==> src/rtl/seg_time_mux_pkg.sv <==
// seg_time_mux_pkg: shared types and constants for the two-digit seven-segment
// time multiplexer and the reusable hex decoder.
//   state_e    : display phase (blank before digit 0, show 0, blank before 1, show 1)
//   SEG_OFF    : active-low segment pattern with every segment dark
//   SegTable   : hex digit -> active-low {g,f,e,d,c,b,a}, indexed by the digit value
//   max_u      : larger of two unsigned values, used for counter sizing
package seg_time_mux_pkg;

  typedef enum logic [1:0] {
    StBlank0 = 2'd0,
    StShow0  = 2'd1,
    StBlank1 = 2'd2,
    StShow1  = 2'd3
  } state_e;

  localparam logic [6:0] SEG_OFF = 7'h7F;

  // Packed so that element [n] is the pattern for hex digit n (listed F down to 0).
  localparam logic [15:0][6:0] SegTable = {
    7'h0E, 7'h06, 7'h21, 7'h46,  // F E d C
    7'h03, 7'h08, 7'h10, 7'h00,  // b A 9 8
    7'h78, 7'h02, 7'h12, 7'h19,  // 7 6 5 4
    7'h30, 7'h24, 7'h79, 7'h40   // 3 2 1 0
  };

  function automatic int unsigned max_u(input int unsigned a, input int unsigned b);
    return (a > b) ? a : b;
  endfunction

endpackage

==> src/rtl/seven_seg_decoder.sv <==
// seven_seg_decoder: purely combinational hex to seven-segment decoder.
// Shared with other labs; output is active-low, bit order {g,f,e,d,c,b,a}.
//   hex_i   [3:0] : hex digit to display
//   seg_n_o [6:0] : active-low segment pattern
module seven_seg_decoder
  import seg_time_mux_pkg::*;
(
  input  logic [3:0] hex_i,
  output logic [6:0] seg_n_o
);

  assign seg_n_o = SegTable[hex_i];

endmodule

==> src/rtl/seg_time_mux.sv <==
// seg_time_mux: drives a dual common-anode seven-segment display from one shared
// active-low segment bus. The two digits alternate, each shown for DWELL_CYCLES
// clocks, with BLANK_CYCLES clocks of both anodes off in between so the bus never
// changes under a lit anode. Sequence: blank0 -> show0 -> blank1 -> show1 -> blank0.
// All outputs are registered.
//
// Ports:
//   clk        : system clock
//   reset      : synchronous, active-low reset
//   s0, s1     : hex digits for display 0 and display 1
//   seg [6:0]  : segment bus {g,f,e,d,c,b,a}, active-low
//   an0, an1   : anode enables for display 0 / 1, active-low
//
// Build option SEG_TIME_MUX_SAMPLE_HOLD_EN: when defined, each digit is captured on
// the edge entering its show phase and held for the whole dwell; when undefined the
// bus follows the live input with one clock of latency.
module seg_time_mux
  import seg_time_mux_pkg::*;
#(
  parameter int unsigned DWELL_CYCLES = 40000,
  parameter int unsigned BLANK_CYCLES = 2000
) (
  input  logic       clk,
  input  logic       reset,
  input  logic [3:0] s0,
  input  logic [3:0] s1,
  output logic [6:0] seg,
  output logic       an0,
  output logic       an1
);

  localparam int unsigned CntMax = max_u(DWELL_CYCLES, BLANK_CYCLES);
  localparam int unsigned CntW   = $clog2(CntMax + 1);

  localparam logic [CntW-1:0] DwellLast = CntW'(DWELL_CYCLES - 1);
  localparam logic [CntW-1:0] BlankLast = CntW'(BLANK_CYCLES - 1);

  state_e          state_q;
  logic [CntW-1:0] cnt_q;
  logic [6:0]      seg_q;
  logic            an0_q;
  logic            an1_q;

  logic [CntW-1:0] phase_last;
  logic            phase_done;
  logic [3:0]      digit;
  logic [6:0]      digit_seg;

  // Last count value of the current phase; the counter clears on every phase change.
  always_comb begin
    phase_last = BlankLast;
    if (state_q == StShow0 || state_q == StShow1) begin
      phase_last = DwellLast;
    end
  end

  assign phase_done = (cnt_q == phase_last);

`ifdef SEG_TIME_MUX_SAMPLE_HOLD_EN
  logic [3:0] hold0_q;
  logic [3:0] hold1_q;

  // Capture on the edge that moves the FSM into the matching show phase, so the
  // value is stable before the anode is driven low on the following edge.
  always_ff @(posedge clk) begin
    if (!reset) begin
      hold0_q <= 4'h0;
      hold1_q <= 4'h0;
    end else begin
      if (state_q == StBlank0 && phase_done) begin
        hold0_q <= s0;
      end
      if (state_q == StBlank1 && phase_done) begin
        hold1_q <= s1;
      end
    end
  end

  always_comb begin
    digit = hold0_q;
    if (state_q == StShow1) begin
      digit = hold1_q;
    end
  end
`else
  always_comb begin
    digit = s0;
    if (state_q == StShow1) begin
      digit = s1;
    end
  end
`endif

  seven_seg_decoder u_decoder (
    .hex_i   (digit),
    .seg_n_o (digit_seg)
  );

  // Outputs are registered from the current state, so they trail the state by one
  // clock: an anode falls on the edge after the FSM enters a show phase and rises on
  // the edge after it leaves, together with the bus returning to SEG_OFF.
  always_ff @(posedge clk) begin
    if (!reset) begin
      state_q <= StBlank0;
      cnt_q   <= '0;
      seg_q   <= SEG_OFF;
      an0_q   <= 1'b1;
      an1_q   <= 1'b1;
    end else begin
      unique case (state_q)
        StShow0: begin
          seg_q <= digit_seg;
          an0_q <= 1'b0;
          an1_q <= 1'b1;
        end
        StShow1: begin
          seg_q <= digit_seg;
          an0_q <= 1'b1;
          an1_q <= 1'b0;
        end
        default: begin
          seg_q <= SEG_OFF;
          an0_q <= 1'b1;
          an1_q <= 1'b1;
        end
      endcase

      if (phase_done) begin
        cnt_q <= '0;
        unique case (state_q)
          StBlank0: state_q <= StShow0;
          StShow0:  state_q <= StBlank1;
          StBlank1: state_q <= StShow1;
          default:  state_q <= StBlank0;
        endcase
      end else begin
        cnt_q <= cnt_q + CntW'(1);
      end
    end
  end

  assign seg = seg_q;
  assign an0 = an0_q;
  assign an1 = an1_q;

endmodule
==> config.mk <==
export PLATFORM = sky130hd
export DESIGN_NAME = seg_time_mux
export DESIGN_NICKNAME = d
export VERILOG_FILES = /design/src/rtl/seg_time_mux_pkg.sv /design/src/rtl/seven_seg_decoder.sv /design/src/rtl/seg_time_mux.sv
export SDC_FILE = /design/constraint.sdc
export NUM_CORES = 1
export LEC_CHECK = 0
export BUFFER_PORTS_ARGS = -buffer_cell sky130_fd_sc_hd__buf_2
export CORE_MARGIN = 10
export CORE_UTILIZATION = 56
export DETAILED_ROUTE_END_ITERATION = 10
export GPL_TIMING_DRIVEN = 1
export MAX_ROUTING_LAYER = met4
export PLACE_DENSITY_LB_ADDON = 0.2
export SETUP_SLACK_MARGIN = 0.5
export SYNTH_ARGS = -nofsm -noshare
export SYNTH_HDL_FRONTEND = slang
export SYNTH_SLANG_ARGS = --single-unit
==> constraint.sdc <==
create_clock -name clk -period 2.2 [get_ports clk]
set_input_delay 0.11 -clock clk [delete_from_list [all_inputs] [get_ports clk]]
set_output_delay 0.11 -clock clk [all_outputs]
set_load 0.005 [all_outputs]
==> impl_metrics.ini <==
[setup_path]
arrival_ps = 2040
startpoint = state_q[1]$_SDFFE_PN0N_
crit_required_ps = 2460
r2r_start = state_q[1]$_SDFFE_PN0N_
end_kind = flop
critical_path.startpoint_type = flop
critical_path.max_fanout = 4
path_class = reg -> reg

[drt]
initialDrtViolationCount = 63
drc_errors = 0
wl_per_cell_um = 16.8
vias_per_cell = 5.83
first_pass_iters = 4
via_count = 1231
ant_nets = 0
routed_wl_um = 3550

[sta]
rsz0062_at_grt = yes
slew_headroom_pct = 73.5
hold_violations = 0
final-max-slew-violation-count = 0
tightest_slew_ps = 397
final.setup.tns_ps = 0
period_share_pct = 80.7
finalCriticalPeriod_ps = 1780
fmax_mhz = 563
finalSetupViolCount = 0
fin_worst_skew_ps = 4.52

[global_route]
grt_max_degree = 18
gr-total-overflow = 0
antenna_found_initial = 0
grt_pass1_vias = 1227
grtUsageTotal_pct = 13.7
grt_pass1_wl_um = 5780

[die]
core_mm2 = 0.00248
core.rowCount = 18
die_area_mm2 = 0.00501
die_w_um = 70.8
start_util_pct = 58.3
chipHeight_um = 70.8
pin_count = 19

[cts]
holdBufCountCts = 0
clock-root-buffer = clkbuf_4
path_clk_slew_ps = 140
clk_path_buf_depth = 2
tritoncts = done
numClockSinks = 27
cts_buffers = 3
worst_skew_pair.late_latency_ps = 320
h-tree-depth = 1

[logic_synthesis]
synth_seq_cells = 27
syn_inst = 151
synth_area_mm2 = 0.00145
yosys_warnings = 0
syn_nets = 172
synth_ff_type = dfxtp_1
synth_cell_types = 40
ys_seq_area_share_pct = 37.4
synth_edf_count = 0
synth_area_per_cell_um2 = 9.57
ys_async_sr_fraction_pct = 0

[min_path]
hold_path_class = in -> reg
hp-start = reset

[power]
p_leak_nw = 0.645
power_uw = 793
ir_drop_uv = 352
powerDensity_mw_per_mm2 = 442

[placement]
dp_hpwl_um = 2240
gp_congestion = 0.917
placedCellCount = 194
io_buffers = 18

[final_layout]
n_antenna_cell = 0
final_cells = 211
syn2layout_area_growth_pct = 24.2
layout-drive-gt1-share_pct = 35.4
nNetsFinal = 203

[status]
status = finished, final reports clean

[job]
maxCapViolCount = 0
## kinds of logic (layout without fill, tap and decap cells)
family	after synthesis	in the layout	synth area share, %
AOI/OAI and AO/OA	17	17	9.18
xor gates and xnor gates	13	13	7.88
adders and majority gates	11	11	9.52
buffers and inverters	12	42	5.02
DFF	27	27	37.4
muxes	9	9	6.67
and+or+nand+nor	62	62	24.3
## cells in the mapped netlist (2+ instances only)
cell type / n / area share, %
a21oi_1: 2 / 0.69
buf_2: 2 / 0.69
buf_4: 2 / 1.0
dfxtp_1: 27 / 37
ha_1: 11 / 9.5
inv_1: 4 / 1.0
mux2_2: 2 / 1.6
mux2i_1: 6 / 4.2
nand2_1: 14 / 3.6
nand3_1: 6 / 2.1
nand4_1: 6 / 2.6
nor2_1: 4 / 1.0
nor3_1: 15 / 5.2
nor4_1: 4 / 1.7
nor4b_1: 2 / 1.2
o211ai_1: 2 / 1.0
o21ai_0: 2 / 0.69
o221ai_1: 4 / 2.4
o31ai_1: 2 / 1.0
or3_1: 3 / 1.3
xnor2_1: 7 / 4.2
xor2_1: 6 / 3.6
## routing by layer
| metal | track usage [%] | vias to the layer above | wire, um |
|---|---|---|---|
| li1 | - | 616 | - |
| met1 | 17.5 | 580 | 1650 |
| met2 | 21.1 | 29 | 1730 |
| met3 | 2.23 | 6 | 105 |
| met4 | 5.16 | 0 | 57 |
| met5 | - | - | 0 |
## repair_timing
item	4_1_cts	5_1_grt
gates cloned	0	0
setup buffers	10	3
pin swaps	2	2
resized for setup	8	13
endpoints found under the setup margin	25	25
## critical path: stages, from the launching register on
cell     delay, ps
dfxtp_4        400
inv_1           70
ha_1           240
nor2_2         230
and4_1         280
o221a_4        220
buf_12         110
mux2i_1        170
## report_power, final
part | internal [mW] | total (mW) | switching, mW
combinational | 0.0382 | 0.0814 | 0.0433
clock | 0.0711 | 0.215 | 0.143
sequential | 0.492 | 0.497 | 0.00524
## cell type report
cell class	count	area, um^2
fill	188	682
multi-input combinational	112	946
inverter	5	21.3
clock buffer	4	26.3
timing repair buffer	33	215
tap	30	37.5
sequential	27	549
## through the flow
step | instance area (um^2) | utilization [%] | setup slack (ps) | hold WS, ps
after global placement | 1570 | 63.3 | 331 | 367
after floorplan | 1480 | - | 499 | 198
after global routing | 1800 | 72.5 | 350 | 44.0
final | 1800 | 72.5 | 424 | 36.3
after detailed placement | 1570 | 63.3 | 251 | 357
after CTS | 1720 | 69.4 | 478 | 23.3
## state kept, by name, indices dropped and copies added, names as in the netlist
signal,count
an1,1
an0,1
seg,7
state_q,2
cnt_q,16
## layout by cell type, fill, tap and decap left out, drive strengths merged, types with 2 or more instances in the layout
cell    instances
buf            33
dfxtp          27
nor3           15
nand2          14
ha             11
xnor2           7
nand3           7
mux2i           7
nand4           6
xor2            6
o221ai          4
nor2            4
clkbuf          4
inv             4
nor4            4
or3             3
o31ai           2
a21oi           2
o211ai          2
mux2            2
nor4b           2
and4            2
and3            2
a211oi          2
o21ai           2
## final timing paths
kind,end,slack (ps),depth (start not counted)
worst min-delay path,an1$_SDFF_PN1_,40,2
worst max register to register,state_q[1]$_SDFFE_PN0N_,420,7
worst min register to register,cnt_q[0]$_SDFF_PP0_,460,1
worst max-delay path,state_q[1]$_SDFFE_PN0N_,420,7
(Power assumes the default switching activity.)
